$ cat config.mk
export PLATFORM = sky130hd
export DESIGN_NAME = sync_fifo_flat
export DESIGN_NICKNAME = d
export VERILOG_FILES = /design/src/rtl/fifo_pkg.sv /design/src/rtl/sync_fifo_if.sv /design/src/rtl/fifo_mem.sv /design/src/rtl/sync_fifo.sv /design/src/flat_wrapper.sv
export SDC_FILE = /design/constraint.sdc
export NUM_CORES = 1
export LEC_CHECK = 0
export BUFFER_PORTS_ARGS = -buffer_cell sky130_fd_sc_hd__buf_2
export CAP_MARGIN = 10
export CORE_MARGIN = 4
export CORE_UTILIZATION = 45
export DETAILED_ROUTE_END_ITERATION = 7
export GPL_ROUTABILITY_DRIVEN = 0
export PLACE_DENSITY = 0.75
export SYNTH_ARGS = -nofsm -noshare
export SYNTH_HDL_FRONTEND = slang
export SYNTH_SLANG_ARGS = --single-unit
$ cat constraint.sdc
create_clock -name clk -period 3.2 [get_ports clk]
set_input_delay 0.16 -clock clk [delete_from_list [all_inputs] [get_ports clk]]
set_output_delay 0.16 -clock clk [all_outputs]
set_load 0.01 [all_outputs]
$ cat src/rtl/fifo_pkg.sv
// rtl/fifo_pkg.sv - shared constants and width helper for the single-clock FIFO
package fifo_pkg;

  localparam int DEF_ADD  = 3;
  localparam int DEF_DATA = 8;

  localparam int FWFT_OFF = 0;
  localparam int FWFT_ON  = 1;

  // Pointers and count carry one extra wrap bit so full and empty are distinguishable.
  function automatic int cnt_w(input int add);
    return add + 1;
  endfunction

endpackage

$ cat src/rtl/sync_fifo_if.sv
// rtl/sync_fifo_if.sv - producer/consumer handshake and status bundle for sync_fifo
interface sync_fifo_if
  import fifo_pkg::*;
#(
  parameter int ADD  = DEF_ADD,
  parameter int DATA = DEF_DATA
);

  logic                    w_en;
  logic [DATA-1:0]         wdata;
  logic                    r_en;
  logic                    flush;
  logic                    clr_err;
  logic [DATA-1:0]         rdata;
  logic                    rvalid;
  logic                    full;
  logic                    empty;
  logic                    almost_full;
  logic                    almost_empty;
  logic [cnt_w(ADD)-1:0]   count;
  logic                    ovf;
  logic                    unf;

  modport master (
    output w_en, wdata, r_en, flush, clr_err,
    input  rdata, rvalid, full, empty, almost_full, almost_empty, count, ovf, unf
  );

  modport slave (
    input  w_en, wdata, r_en, flush, clr_err,
    output rdata, rvalid, full, empty, almost_full, almost_empty, count, ovf, unf
  );

endinterface

$ cat src/rtl/fifo_mem.sv
// rtl/fifo_mem.sv - 2**ADD x DATA register array, sync write port, combinational read port
module fifo_mem #(
  parameter int ADD  = 3,
  parameter int DATA = 8
) (
  input  logic            clk,
  input  logic            we,
  input  logic [ADD-1:0]  waddr,
  input  logic [DATA-1:0] wdata,
  input  logic [ADD-1:0]  raddr,
  output logic [DATA-1:0] rdata
);

  logic [DATA-1:0] mem [2**ADD];

  // Contents are deliberately not reset; validity is tracked by the pointers.
  always_ff @(posedge clk) begin
    if (we) mem[waddr] <= wdata;
  end

  assign rdata = mem[raddr];

endmodule

$ cat src/rtl/sync_fifo.sv
// rtl/sync_fifo.sv - single-clock FIFO with thresholds, sticky errors, flush and FWFT option
module sync_fifo
  import fifo_pkg::*;
#(
  parameter int ADD   = DEF_ADD,
  parameter int DATA  = DEF_DATA,
  parameter int AF_TH = 2**ADD - 2,
  parameter int AE_TH = 1,
  parameter int FWFT  = FWFT_OFF
) (
  input  logic      clk,
  input  logic      rst,
  sync_fifo_if.slave bus
);

  localparam int CW = cnt_w(ADD);
  localparam logic [CW-1:0] AF_C = CW'(AF_TH);
  localparam logic [CW-1:0] AE_C = CW'(AE_TH);

  if (AF_TH < 0 || AF_TH > 2**ADD || AE_TH < 0 || AE_TH > 2**ADD) begin : g_bad_th
    $error("sync_fifo: AF_TH/AE_TH must lie within 0..2**ADD");
  end

  logic [CW-1:0]   wptr, rptr, cnt;
  logic            empty, full, wr_acc, rd_acc;
  logic [DATA-1:0] mem_rd;

  assign empty  = (wptr == rptr);
  assign full   = (wptr[ADD] != rptr[ADD]) && (wptr[ADD-1:0] == rptr[ADD-1:0]);
  assign cnt    = wptr - rptr;
  assign wr_acc = bus.w_en && !full  && !bus.flush;
  assign rd_acc = bus.r_en && !empty && !bus.flush;

  assign bus.full         = full;
  assign bus.empty        = empty;
  assign bus.count        = cnt;
  assign bus.almost_full  = (cnt >= AF_C);
  assign bus.almost_empty = (cnt <= AE_C);

  fifo_mem #(.ADD(ADD), .DATA(DATA)) u_mem (
    .clk   (clk),
    .we    (wr_acc),
    .waddr (wptr[ADD-1:0]),
    .wdata (bus.wdata),
    .raddr (rptr[ADD-1:0]),
    .rdata (mem_rd)
  );

  always_ff @(posedge clk or negedge rst) begin
    if (!rst) begin
      wptr <= '0;
      rptr <= '0;
    end else if (bus.flush) begin
      wptr <= '0;
      rptr <= '0;
    end else begin
      if (wr_acc) wptr <= wptr + 1'b1;
      if (rd_acc) rptr <= rptr + 1'b1;
    end
  end

  // A fresh error outranks clr_err in the same cycle; flush neither sets nor clears.
  always_ff @(posedge clk or negedge rst) begin
    if (!rst) begin
      bus.ovf <= 1'b0;
      bus.unf <= 1'b0;
    end else begin
      if (bus.w_en && full && !bus.flush)       bus.ovf <= 1'b1;
      else if (bus.clr_err)                     bus.ovf <= 1'b0;
      if (bus.r_en && empty && !bus.flush)      bus.unf <= 1'b1;
      else if (bus.clr_err)                     bus.unf <= 1'b0;
    end
  end

  if (FWFT == FWFT_ON) begin : g_fwft
    assign bus.rdata  = mem_rd;
    assign bus.rvalid = !empty;
  end else begin : g_std
    logic [DATA-1:0] rdata_q;
    logic            rvalid_q;

    always_ff @(posedge clk or negedge rst) begin
      if (!rst) begin
        rdata_q  <= '0;
        rvalid_q <= 1'b0;
      end else begin
        rvalid_q <= rd_acc;
        if (rd_acc) rdata_q <= mem_rd;
      end
    end

    assign bus.rdata  = rdata_q;
    assign bus.rvalid = rvalid_q;
  end

endmodule

$ cat src/flat_wrapper.sv
// flat-port wrapper written by rule: the top's interface ports become plain ports
module sync_fifo_flat import fifo_pkg::*;
#(
  parameter int ADD   = DEF_ADD,
  parameter int DATA  = DEF_DATA,
  parameter int AF_TH = 2**ADD - 2,
  parameter int AE_TH = 1,
  parameter int FWFT  = FWFT_OFF
)
  (clk, rst, bus_w_en, bus_wdata, bus_r_en, bus_flush, bus_clr_err, bus_rdata, bus_rvalid, bus_full, bus_empty, bus_almost_full, bus_almost_empty, bus_count, bus_ovf, bus_unf);
  sync_fifo_if #(.ADD(ADD), .DATA(DATA)) bus_i ();
  input  logic clk;
  input  logic rst;
  input wire logic [$bits(bus_i.w_en)-1:0] bus_w_en;
  input wire logic [$bits(bus_i.wdata)-1:0] bus_wdata;
  input wire logic [$bits(bus_i.r_en)-1:0] bus_r_en;
  input wire logic [$bits(bus_i.flush)-1:0] bus_flush;
  input wire logic [$bits(bus_i.clr_err)-1:0] bus_clr_err;
  output wire logic [$bits(bus_i.rdata)-1:0] bus_rdata;
  output wire logic [$bits(bus_i.rvalid)-1:0] bus_rvalid;
  output wire logic [$bits(bus_i.full)-1:0] bus_full;
  output wire logic [$bits(bus_i.empty)-1:0] bus_empty;
  output wire logic [$bits(bus_i.almost_full)-1:0] bus_almost_full;
  output wire logic [$bits(bus_i.almost_empty)-1:0] bus_almost_empty;
  output wire logic [$bits(bus_i.count)-1:0] bus_count;
  output wire logic [$bits(bus_i.ovf)-1:0] bus_ovf;
  output wire logic [$bits(bus_i.unf)-1:0] bus_unf;
  assign bus_i.w_en = bus_w_en;
  assign bus_i.wdata = bus_wdata;
  assign bus_i.r_en = bus_r_en;
  assign bus_i.flush = bus_flush;
  assign bus_i.clr_err = bus_clr_err;
  assign bus_rdata = bus_i.rdata;
  assign bus_rvalid = bus_i.rvalid;
  assign bus_full = bus_i.full;
  assign bus_empty = bus_i.empty;
  assign bus_almost_full = bus_i.almost_full;
  assign bus_almost_empty = bus_i.almost_empty;
  assign bus_count = bus_i.count;
  assign bus_ovf = bus_i.ovf;
  assign bus_unf = bus_i.unf;
  sync_fifo #(.ADD(ADD), .DATA(DATA), .AF_TH(AF_TH), .AE_TH(AE_TH), .FWFT(FWFT)) u_core (.clk(clk), .rst(rst), .bus(bus_i));
endmodule
==> results of run 1 <==
[cell usage after synthesis]
cell      number
o211ai_1       4
nand3_1        3
a32o_1         2
xnor2_1        3
and3_1         1
fa_1           1
dfrtp_1       19
o21ai_1        2
nand2_1       10
a211oi_1       1
o21ai_2        1
mux2i_1       10
xor2_2         1
and2_1         1
xnor2_2        1
edfxtp_1      64
nand2b_1       1
mux4_2        16
a22o_1         1
nor2_1        15
buf_4          2
a21o_2         1
nor3_1         2
o21ai_0        9
clkbuf_1       2
nor2b_1        1
a21oi_1        1
inv_1         10
ha_1           5
buf_2          3
xor2_1         3
or3_1          3
[routing by layer]
layer / share of wire / vias to the layer above / track usage / routed length (um)
li1: - / 851 / - / -
met4: 0.0087 / 0 / 0.0541 / 56
met3: 0.075 / 4 / 0.0545 / 485
met5: 0 / - / 0 / 0
met2: 0.45 / 79 / 0.228 / 2920
met1: 0.46 / 889 / 0.231 / 2980
[worst max-delay path: cells and delay by family, from the launching register on]
| family | cells | cell delay [ps] |
|---|---|---|
| compound gates | 1 | 130 |
| fa+ha+maj | 1 | 370 |
| flops | 1 | 470 |
| simple gates | 3 | 1110 |
[what timing repair did]
| item | CTS | global route |
|---|---|---|
| hold endpoints to repair | 19 | 0 |
| buffers inserted | 0 | 0 |
| hold buffers | 1 | 0 |
[registers in the layout, summed over array words and instances, names as in the netlist]
signal,cells
u_core.u_mem.mem,64
u_core.bus.rdata,8
u_core.rptr,4
u_core.wptr,4
u_core.bus.ovf,1
u_core.bus.rvalid,1
u_core.bus.unf,1
[power groups by stage]
| stage | registers [uW] | clock network, uW | logic [uW] |
|---|---|---|---|
| 6_report | 1270 | 817 | 530 |
| 5_1_grt | 1280 | 885 | 597 |
| 4_1_cts | 1270 | 836 | 540 |
| 3_5_place_dp | 1300 | 0 | 537 |
| 3_3_place_gp | 1300 | 0 | 531 |
| 2_1_floorplan | 1320 | 0 | 315 |
[path summary, 6_finish.rpt]
| check | from | end | slack, ps | depth (start not counted) |
|---|---|---|---|---|
| worst max-delay path | u_core.wptr[2] | u_core.u_mem.mem[7][7] | 770 | 5 |
| worst min-delay path | bus_wdata[1] | u_core.u_mem.mem[4][1] | 110 | 1 |
| worst max register to register | u_core.wptr[2] | u_core.u_mem.mem[7][7] | 770 | 5 |
| worst min register to register | u_core.bus.rdata[5] | u_core.bus.rdata[5] | 480 | 2 |
| max in group asynchronous | rst | u_core.wptr[0] | 2590 | 2 |
| min in group asynchronous | rst | u_core.bus.rdata[0] | 300 | 2 |
[layout make-up]
type,count,area [um^2]
Clock buffer,9,124
Fill cell,600,3340
Multi-Input combinational cell,99,935
Clock inverter,7,100
Sequential cell,83,2400
Timing Repair Buffer,42,238
Tap cell,99,124
Inverter,10,37.5
[stage by stage]
| step | cells | worst slack [ps] | total power (uW) | hold WS, ps | utilization |
|---|---|---|---|---|---|
| CTS | 349 | 768 | 2650 | 92.6 | 0.542 |
| floorplan | 199 | 288 | 1640 | -136 | - |
| global placement | 332 | 857 | 1830 | 118 | 0.510 |
| detailed placement | 332 | 788 | 1830 | 124 | 0.510 |
| global route | 349 | 614 | 2760 | 82.7 | 0.542 |
| finish | 349 | 771 | 2620 | 110 | 0.542 |
[cell families after synthesis]
group | Yosys count | synth area share
flip-flops | 83 | 0.704
AND/OR/NAND/NOR | 37 | 0.0477
multiplexers | 26 | 0.135
AO/OA/AOI/OAI | 22 | 0.0422
buffers and inverters | 17 | 0.0220
XOR/XNOR | 8 | 0.0250
adder cells (fa/ha/maj) | 6 | 0.0242
==> results.md, run 1 <==
- Synth Register Bits: 83
- Synth Warn #: 0
- Post-Syn Area per Cell: 17.1 um^2
- Layout area overhead: 16.1%
- Synth top area share: 0.564
- GRT Overall Usage: 0.160
- Design area: 3960 um^2
- Most common cell after layout, fill and taps aside: edfxtp_1
- CP peak stage delay: 590 ps
- Internal power: 1930 uW
- Die width: 95.0 um
- Rows: 31
- Clock power share: 0.312
- Routed Antenna Nets: 0
- Final TNS setup: 0 ps
- Sw Share: 0.264
- Post-synthesis sequential area ratio: 0.704
- Clock slew at reported path FFs: 90 ps
- P_leak: 0.00147 uW
- IO Count: 33
- Logic pwr share: 0.202
- Nets: 265
- Worst skew pair latency: 350 ps
- Final wirelength: 6440 um
- Cell Pwr Density: 662 nW/um^2
- Clock Sinks: 83
- Setup violations, final: 0
- CTS tree: yes
- DP Wirelength: 4520 um
- MaxCap Viol Count: 0
- Worst slew pin tran: 714 ps
- Longest Clk Path Bufs: 2
- Critical Path Fanout Max: 8
- Tmin final: 2430 ps
- Highest clock rate: 412 MHz
- Core area: 7290 um^2
- Most frequent cells in the layout: edfxtp_1 (64), buf_2 (32), dfrtp_1 (19), mux4_2 (16), nor2_1 (15)
- Vias in the first global route: 1840
- Distinct cells, synth: 32
- CTS buffer count: 9
- Crit Path Class: flip-flop to flip-flop
- Initial antenna violation count: 0
- Crit start category: flip-flop
- Unrepaired setup endpoints after global routing: false
- Status: finished clean
- DRC: 0
- GRT overflow: 0
- Largest net degree at the start of global routing: 21
- First-pass GRT wire length: 10300 um
- Crit-path cells: ha_1, nand3_1, o21ai_1, or3_1, nor2_1
- Vias per cell: 5.22
- Syn_nets: 219
- Post-DR wirelength/cell: 18.4 um
- Hold Crit Class: primary input to flip-flop
- Die Area: 9030 um^2
- CP endpoint kind: flip-flop
- Post-cts resize count: 0
- Antenna cells: 0
- Tcrit/Tclk final: 0.759
- Post-DP Area: 3720 um^2
- Post-synthesis cell count: 199
- Clk_skew: 10.8 ps
- Die Y: 95.0 um
- Slowest CP cell: nor2_1
- Initial Utilization: 0.467
- DRT iter0 DRCs: 156
- CTS root buf: clkbuf_8
- Net Sw Power: 692 uW
- # port buffers: 32
- WP data arrival: 2410 ps
- WP data required: 3180 ps
- Hold Vio Cnt, Final: 0
- Mapped Area: 3410 um^2
- Flop pwr share: 0.486
- Max Slew Vio Count: 0
- Drt first pass iters: 4
- Via count: 1823
- Peak supply drop: 0.198 mV
- Largest cells by area after synthesis: edfxtp_1 (56%), dfrtp_1 (14%), mux4_2 (11%)
- Cell accounting for the most synthesized area: edfxtp_1
- Slew HR: 0.522
- Ratio of cells with drive above 1 in the final layout: 0.308
- H-tree levels: 3
Power figures use the tool's default switching activity.
==> inputs of run 2 (changes only) <==
Settings changed: PLACE_DENSITY 0.75 to 0.78.
Clock period 3.2 ns to 2.2 ns, I/O delays scaled along.
==> run 2 against run 1 <==
Clock power is 46% higher. Count of clock-buffer cells in the layout stayed put. Total power is 48% higher. Sequential power is 46% higher. Combinational power is 61% higher. Routed wire length is 0.54% higher. Global-route usage is 0.34 points lower. First-iteration DRC count is 19% lower. Sequential share of layout area is 2.5 points lower. Critical path depth is 2 higher. Via count is 2.4% higher. Critical path type is now flip-flop to output port. Largest cell class unchanged. Highest routed layer unchanged.
==> results.md, run 2 (synthesis gave the netlist of run 1 again) <==
- Worst slew pin tran: 432 ps (-282 ps)
- Die Area: 9030 um^2 (unchanged)
- Max reg flops: 64 (unchanged)
- Final wirelength: 6470 um (+0.54%)
- CP endpoint kind: output port
- Via count: 1866 (+2.4%)
- Rows: 31 (unchanged)
- WP data arrival: 2010 ps (-400 ps)
- MaxCap Viol Count: 0 (unchanged)
- Initial Utilization: 0.467 (unchanged)
- Hold Vio Cnt, Final: 0 (unchanged)
- Largest register by flop count: u_core.u_mem.mem
- Core area: 7290 um^2 (unchanged)
- Unrepaired setup endpoints after global routing: false
- Hold Crit Class: primary input to flip-flop
- Layout Utilization: 0.566 (+0.0232)
- Post-DR wirelength/cell: 18.2 um (-1.2%)
- Drt first pass iters: 4 (unchanged)
- Hold slack: 30.8 ps (-79.2 ps)
- Antenna cells: 0 (unchanged)
- # port buffers: 32 (unchanged)
- Highest clock rate: 472 MHz
- WP data required: 2090 ps (-1090 ps)
- Die Y: 95.0 um (unchanged)
- Slew HR: 0.712 (+0.190)
- DP Wirelength: 4380 um (-3.2%)
- Peak supply drop: 0.447 mV (+130%)
- Tcrit/Tclk final: 0.963
- Worst skew pair latency: 350 ps (about the same)
- GRT Overall Usage: 0.157 (-0.00345)
- Longest Clk Path Bufs: 2 (unchanged)
- Tmin final: 2120 ps
- Ratio of cells with drive above 1 in the final layout: 0.371 (+0.0631)
- Crit start category: flip-flop
- Largest net degree at the start of global routing: 21 (unchanged)
- DRC: 0 (unchanged)
- First-pass GRT wire length: 10100 um (-1.5%)
- Die width: 95.0 um (unchanged)
- Cell Pwr Density: 942 nW/um^2 (+42%)
- Vias per cell: 5.26 (+0.63%)
- Layout area overhead: 21.0%
- GRT overflow: 0 (unchanged)
- Setup violations, final: 0 (unchanged)
- Status: finished clean
- CTS root buf: clkbuf_8
- Crit Path Class: flip-flop to output port
- Routed Antenna Nets: 0 (unchanged)
- Clock slew at reported path FFs: 90 ps (about the same)
- Vias in the first global route: 1874 (+1.8%)
- Initial antenna violation count: 0 (unchanged)
- CTS tree: yes
- Most common cell after layout, fill and taps aside: edfxtp_1
- Layout fillers: 576 (-4.0%)
- Final TNS setup: 0 ps (unchanged)
- P_leak: 0.00151 uW (+2.9%)
- Clk_skew: 11.5 ps (+0.748 ps)
- Max Slew Vio Count: 0 (unchanged)
- DRT iter0 DRCs: 127 (-19%)
- Reg2reg setup slack: 170 ps (-600 ps)
- Clock Sinks: 83 (unchanged)
- Most frequent cells in the layout: edfxtp_1 (64), buf_2 (32), dfrtp_1 (19), mux4_2 (16), buf_4 (13)
- IO Count: 33 (unchanged)
- Nets: 271 (+2.3%)
- H-tree levels: 3 (unchanged)
- Critical Path Fanout Max: 3 (-5)
- CTS buffer count: 9 (unchanged)
[run 2: changes by cell type in the layout (fill, tap and decap cells not counted), sizes merged]
cell and delta:
buf +6
[run 2: final cells by class]
cell class | instances | area (um^2) | share of cell area
tap | 99 | 124 | 0.0300
timing repair buffer | 48 | 308 | 0.0746
clock inverter | 7 | 90.1 | 0.0218
sequential | 83 | 2400 | 0.581
clock buffer | 9 | 124 | 0.0300
inverter | 10 | 37.5 | 0.00910
multi-input combinational | 99 | 1040 | 0.253
[run 2: power breakdown]
part           leakage [uW]  total, uW  switching [uW]  internal (uW)
registers          0.000828       1850            47.8           1800
logic              0.000573        852             462            390
clock network      0.000109       1190             548            638
[run 2: timing repair]
item,CTS,global route
endpoints found under the hold margin,19,0
pin swaps,0,3
setup buffers,1,3
hold buffers,1,0
setup endpoints to repair,1,18
resized for setup,0,1
[run 2: worst paths after layout]
kind                                           from  cells after the start                      to
min in group asynchronous                       rst                      2          u_core.rptr[2]
worst max register to register       u_core.rptr[2]                      6  u_core.u_mem.mem[7][1]
worst max-delay path                 u_core.wptr[1]                      7        bus_almost_empty
max in group asynchronous                       rst                      2          u_core.rptr[0]
worst min-delay path                   bus_wdata[7]                      1  u_core.u_mem.mem[5][7]
worst min register to register  u_core.bus.rdata[2]                      2     u_core.bus.rdata[2]
[run 2: routing by layer]
| layer | GRT usage | routed length (um) | vias up |
|---|---|---|---|
| met5 | 0 | 0 | - |
| met4 | 0.0733 | 92 | 0 |
| met3 | 0.0324 | 265 | 9 |
| met2 | 0.238 | 3050 | 45 |
| met1 | 0.218 | 3060 | 951 |
| li1 | - | - | 861 |
[run 2: worst max-delay path, cell delays in order, from the launching register on]
cell and delay, ps:
dfrtp_1 380, buf_4 150, ha_4 240, nor2b_1 130, o21ai_1 160, nand3_1 140, a211oi_1 290, buf_2 180
[run 2: metrics by stage]
stage                     total power, uW  setup slack (ps)  instance area [um^2]  cells
final                                3880              81.4                  4120    355
after global routing                 4050             0.128                  4120    355
after CTS                            3910              1.24                  4080    352
after detailed placement             2730              36.0                  3840    334
after global placement               2690              82.1                  3840    334
after floorplan                      2430             -7.92                  3540    199
==> inputs of run 3 (changes only) <==
Settings changed: RECOVER_POWER from default to 50.
==> run 3 against run 2 <==
Die area is the same. Sequential power is essentially flat. First-iteration DRC count grew 5.5%. Clock skew is essentially flat. Hold slack gained 36 ps. Count of clock-buffer cells in the layout is the same. Highest routed layer unchanged.
==> results.md, run 3 (synthesis gave the netlist of run 1 again) <==
- Status: finished clean
- Clock slew at reported path FFs: 80 ps (about the same)
- Setup ws final: 76.9 ps (-4.45 ps)
- Most frequent cells in the layout: edfxtp_1 (64), dfrtp_1 (19), clkbuf_1 (17), mux4_2 (16), buf_2 (15)
- Clk_skew: 11.8 ps (+0.256 ps)
- Vias in the first global route: 1874 (unchanged)
- CTS root buf: clkbuf_8
- Layout Utilization: 0.563 (-0.00292)
- Die width: 95.0 um (unchanged)
- Core area: 7290 um^2 (unchanged)
- WP data arrival: 2010 ps (about the same)
- GRT overflow: 0 (unchanged)
- R2R Path Start: u_core.rptr[2]
- Max reg flops: 64 (unchanged)
- DP Wirelength: 4380 um (unchanged)
- Hold Crit Class: primary input to flip-flop
- GRT Overall Usage: 0.157 (unchanged)
- Die Y: 95.0 um (unchanged)
- Clock Sinks: 83 (unchanged)
- Placed Cells: 334 (unchanged)
- Hold Startpoint: bus_flush
- CP startpoint: u_core.wptr[1]
- Routed Antenna Nets: 0 (unchanged)
- DRT iter0 DRCs: 134 (+5.5%)
- Hold Vio Cnt, Final: 0 (unchanged)
- Initial antenna violation count: 0 (unchanged)
- Peak supply drop: 0.447 mV (about the same)
- Pre-CTS setup slack: 36.0 ps (unchanged)
- Vias per cell: 5.28 (+0.38%)
- WP data required: 2090 ps (about the same)
- Via count: 1873 (+0.38%)
- Worst slew pin tran: 1030 ps (+602 ps)
- Layout fillers: 583 (+1.2%)
- CTS buffer count: 9 (unchanged)
- CTS tree: yes
- Die Area: 9030 um^2 (unchanged)
- Antenna cells: 0 (unchanged)
- IO Count: 33 (unchanged)
- Post-DP Area: 3840 um^2 (unchanged)
- Rows: 31 (unchanged)
- Largest net degree at the start of global routing: 21 (unchanged)
- Layout area overhead: 20.4%
- MaxCap Viol Count: 0 (unchanged)
- Crit start category: flip-flop
- Longest Clk Path Bufs: 2 (unchanged)
- Nets: 271 (unchanged)
- Drt first pass iters: 4 (unchanged)
- CP endpoint kind: output port
- Post-DR wirelength/cell: 18.3 um (+0.53%)
- Design area: 4100 um^2 (-0.52%)
- DRC: 0 (unchanged)
- Cell Pwr Density: 943 nW/um^2 (+0.14%)
- Final wirelength: 6510 um (+0.53%)
- Worst skew pair latency: 360 ps (about the same)
- Footprint of the multi-input gates: 1040 um^2 (unchanged)
- Tcrit/Tclk final: 0.965 (+0.00202)
- Setup violations, final: 0 (unchanged)
- Ratio of cells with drive above 1 in the final layout: 0.305 (-0.0664)
- Unrepaired setup endpoints after global routing: false
- Slew HR: 0.311 (-0.401)
- Crit Path Class: flip-flop to output port
- Highest clock rate: 471 MHz (-0.21%)
- Largest register by flop count: u_core.u_mem.mem
- Critical Path Fanout Max: 3 (unchanged)
- Initial Utilization: 0.467 (unchanged)
- # port buffers: 32 (unchanged)
- Post-Layout Cell Count: 355 (unchanged)
- H-tree levels: 3 (unchanged)
- P_leak: 0.00146 uW (-3.5%)
- Most common cell after layout, fill and taps aside: edfxtp_1
- Tmin final: 2120 ps (+4.45 ps)
- Max Slew Vio Count: 0 (unchanged)
- Sequential cell area: 2400 um^2 (unchanged)
- First-pass GRT wire length: 10100 um (unchanged)
## run 3: layout make-up
type / instances / share of cell area
clock buffer: 9 / 0.0302
clock inverter: 7 / 0.0220
inverter: 10 / 0.00915
multi-input combinational: 99 / 0.254
sequential: 83 / 0.584
tap: 99 / 0.0302
timing repair buffer: 48 / 0.0698
## run 3: final timing paths
kind	to	slack [ps]	depth (start not counted)
setup / recovery	bus_almost_empty	80	7
hold / removal	u_core.rptr[3]	70	2
setup reg to reg	u_core.u_mem.mem[7][1]	170	6
hold reg to reg	u_core.bus.rdata[0]	490	2
max in group asynchronous	u_core.rptr[0]	1140	2
min in group asynchronous	u_core.rptr[2]	440	2
## run 3: power by group
group	switching [uW]	internal (uW)	total [uW]
Clock	550	638	1190
Combinational	462	371	833
Sequential	50.1	1800	1850
## run 3: critical path: stages (launching register included)
cell	delay (ps)
dfrtp_1	380
buf_4	150
ha_4	240
nor2b_1	130
o21ai_1	160
nand3_1	140
a211oi_1	290
buf_2	180
## run 3: stage by stage
stage | hold slack (ps) | TNS (ps) | total power (uW)
2_1_floorplan | -186 | -63.4 | 2430
3_3_place_gp | 72.6 | 0 | 2690
3_5_place_dp | 76.3 | 0 | 2730
4_1_cts | 14.1 | 0 | 3910
5_1_grt | 79.4 | 0 | 4030
6_report | 66.9 | 0 | 3870
## run 3: what timing repair did
item | in CTS | in global routing
resized for setup | 0 | 1
cloned | 0 | 0
hold buffers | 1 | 0
endpoints found under the setup margin | 1 | 18
hold endpoints to repair | 19 | 0
setup buffers | 1 | 3
pin swaps | 0 | 3
## run 3: metal layers
layer,wire (um),part of all wire,vias up,GRT usage
met5,0,0,-,0
met4,135,0.021,0,0.0733
met3,286,0.044,11,0.0324
met1,3050,0.47,953,0.218
met2,3040,0.47,46,0.238
li1,-,-,863,-
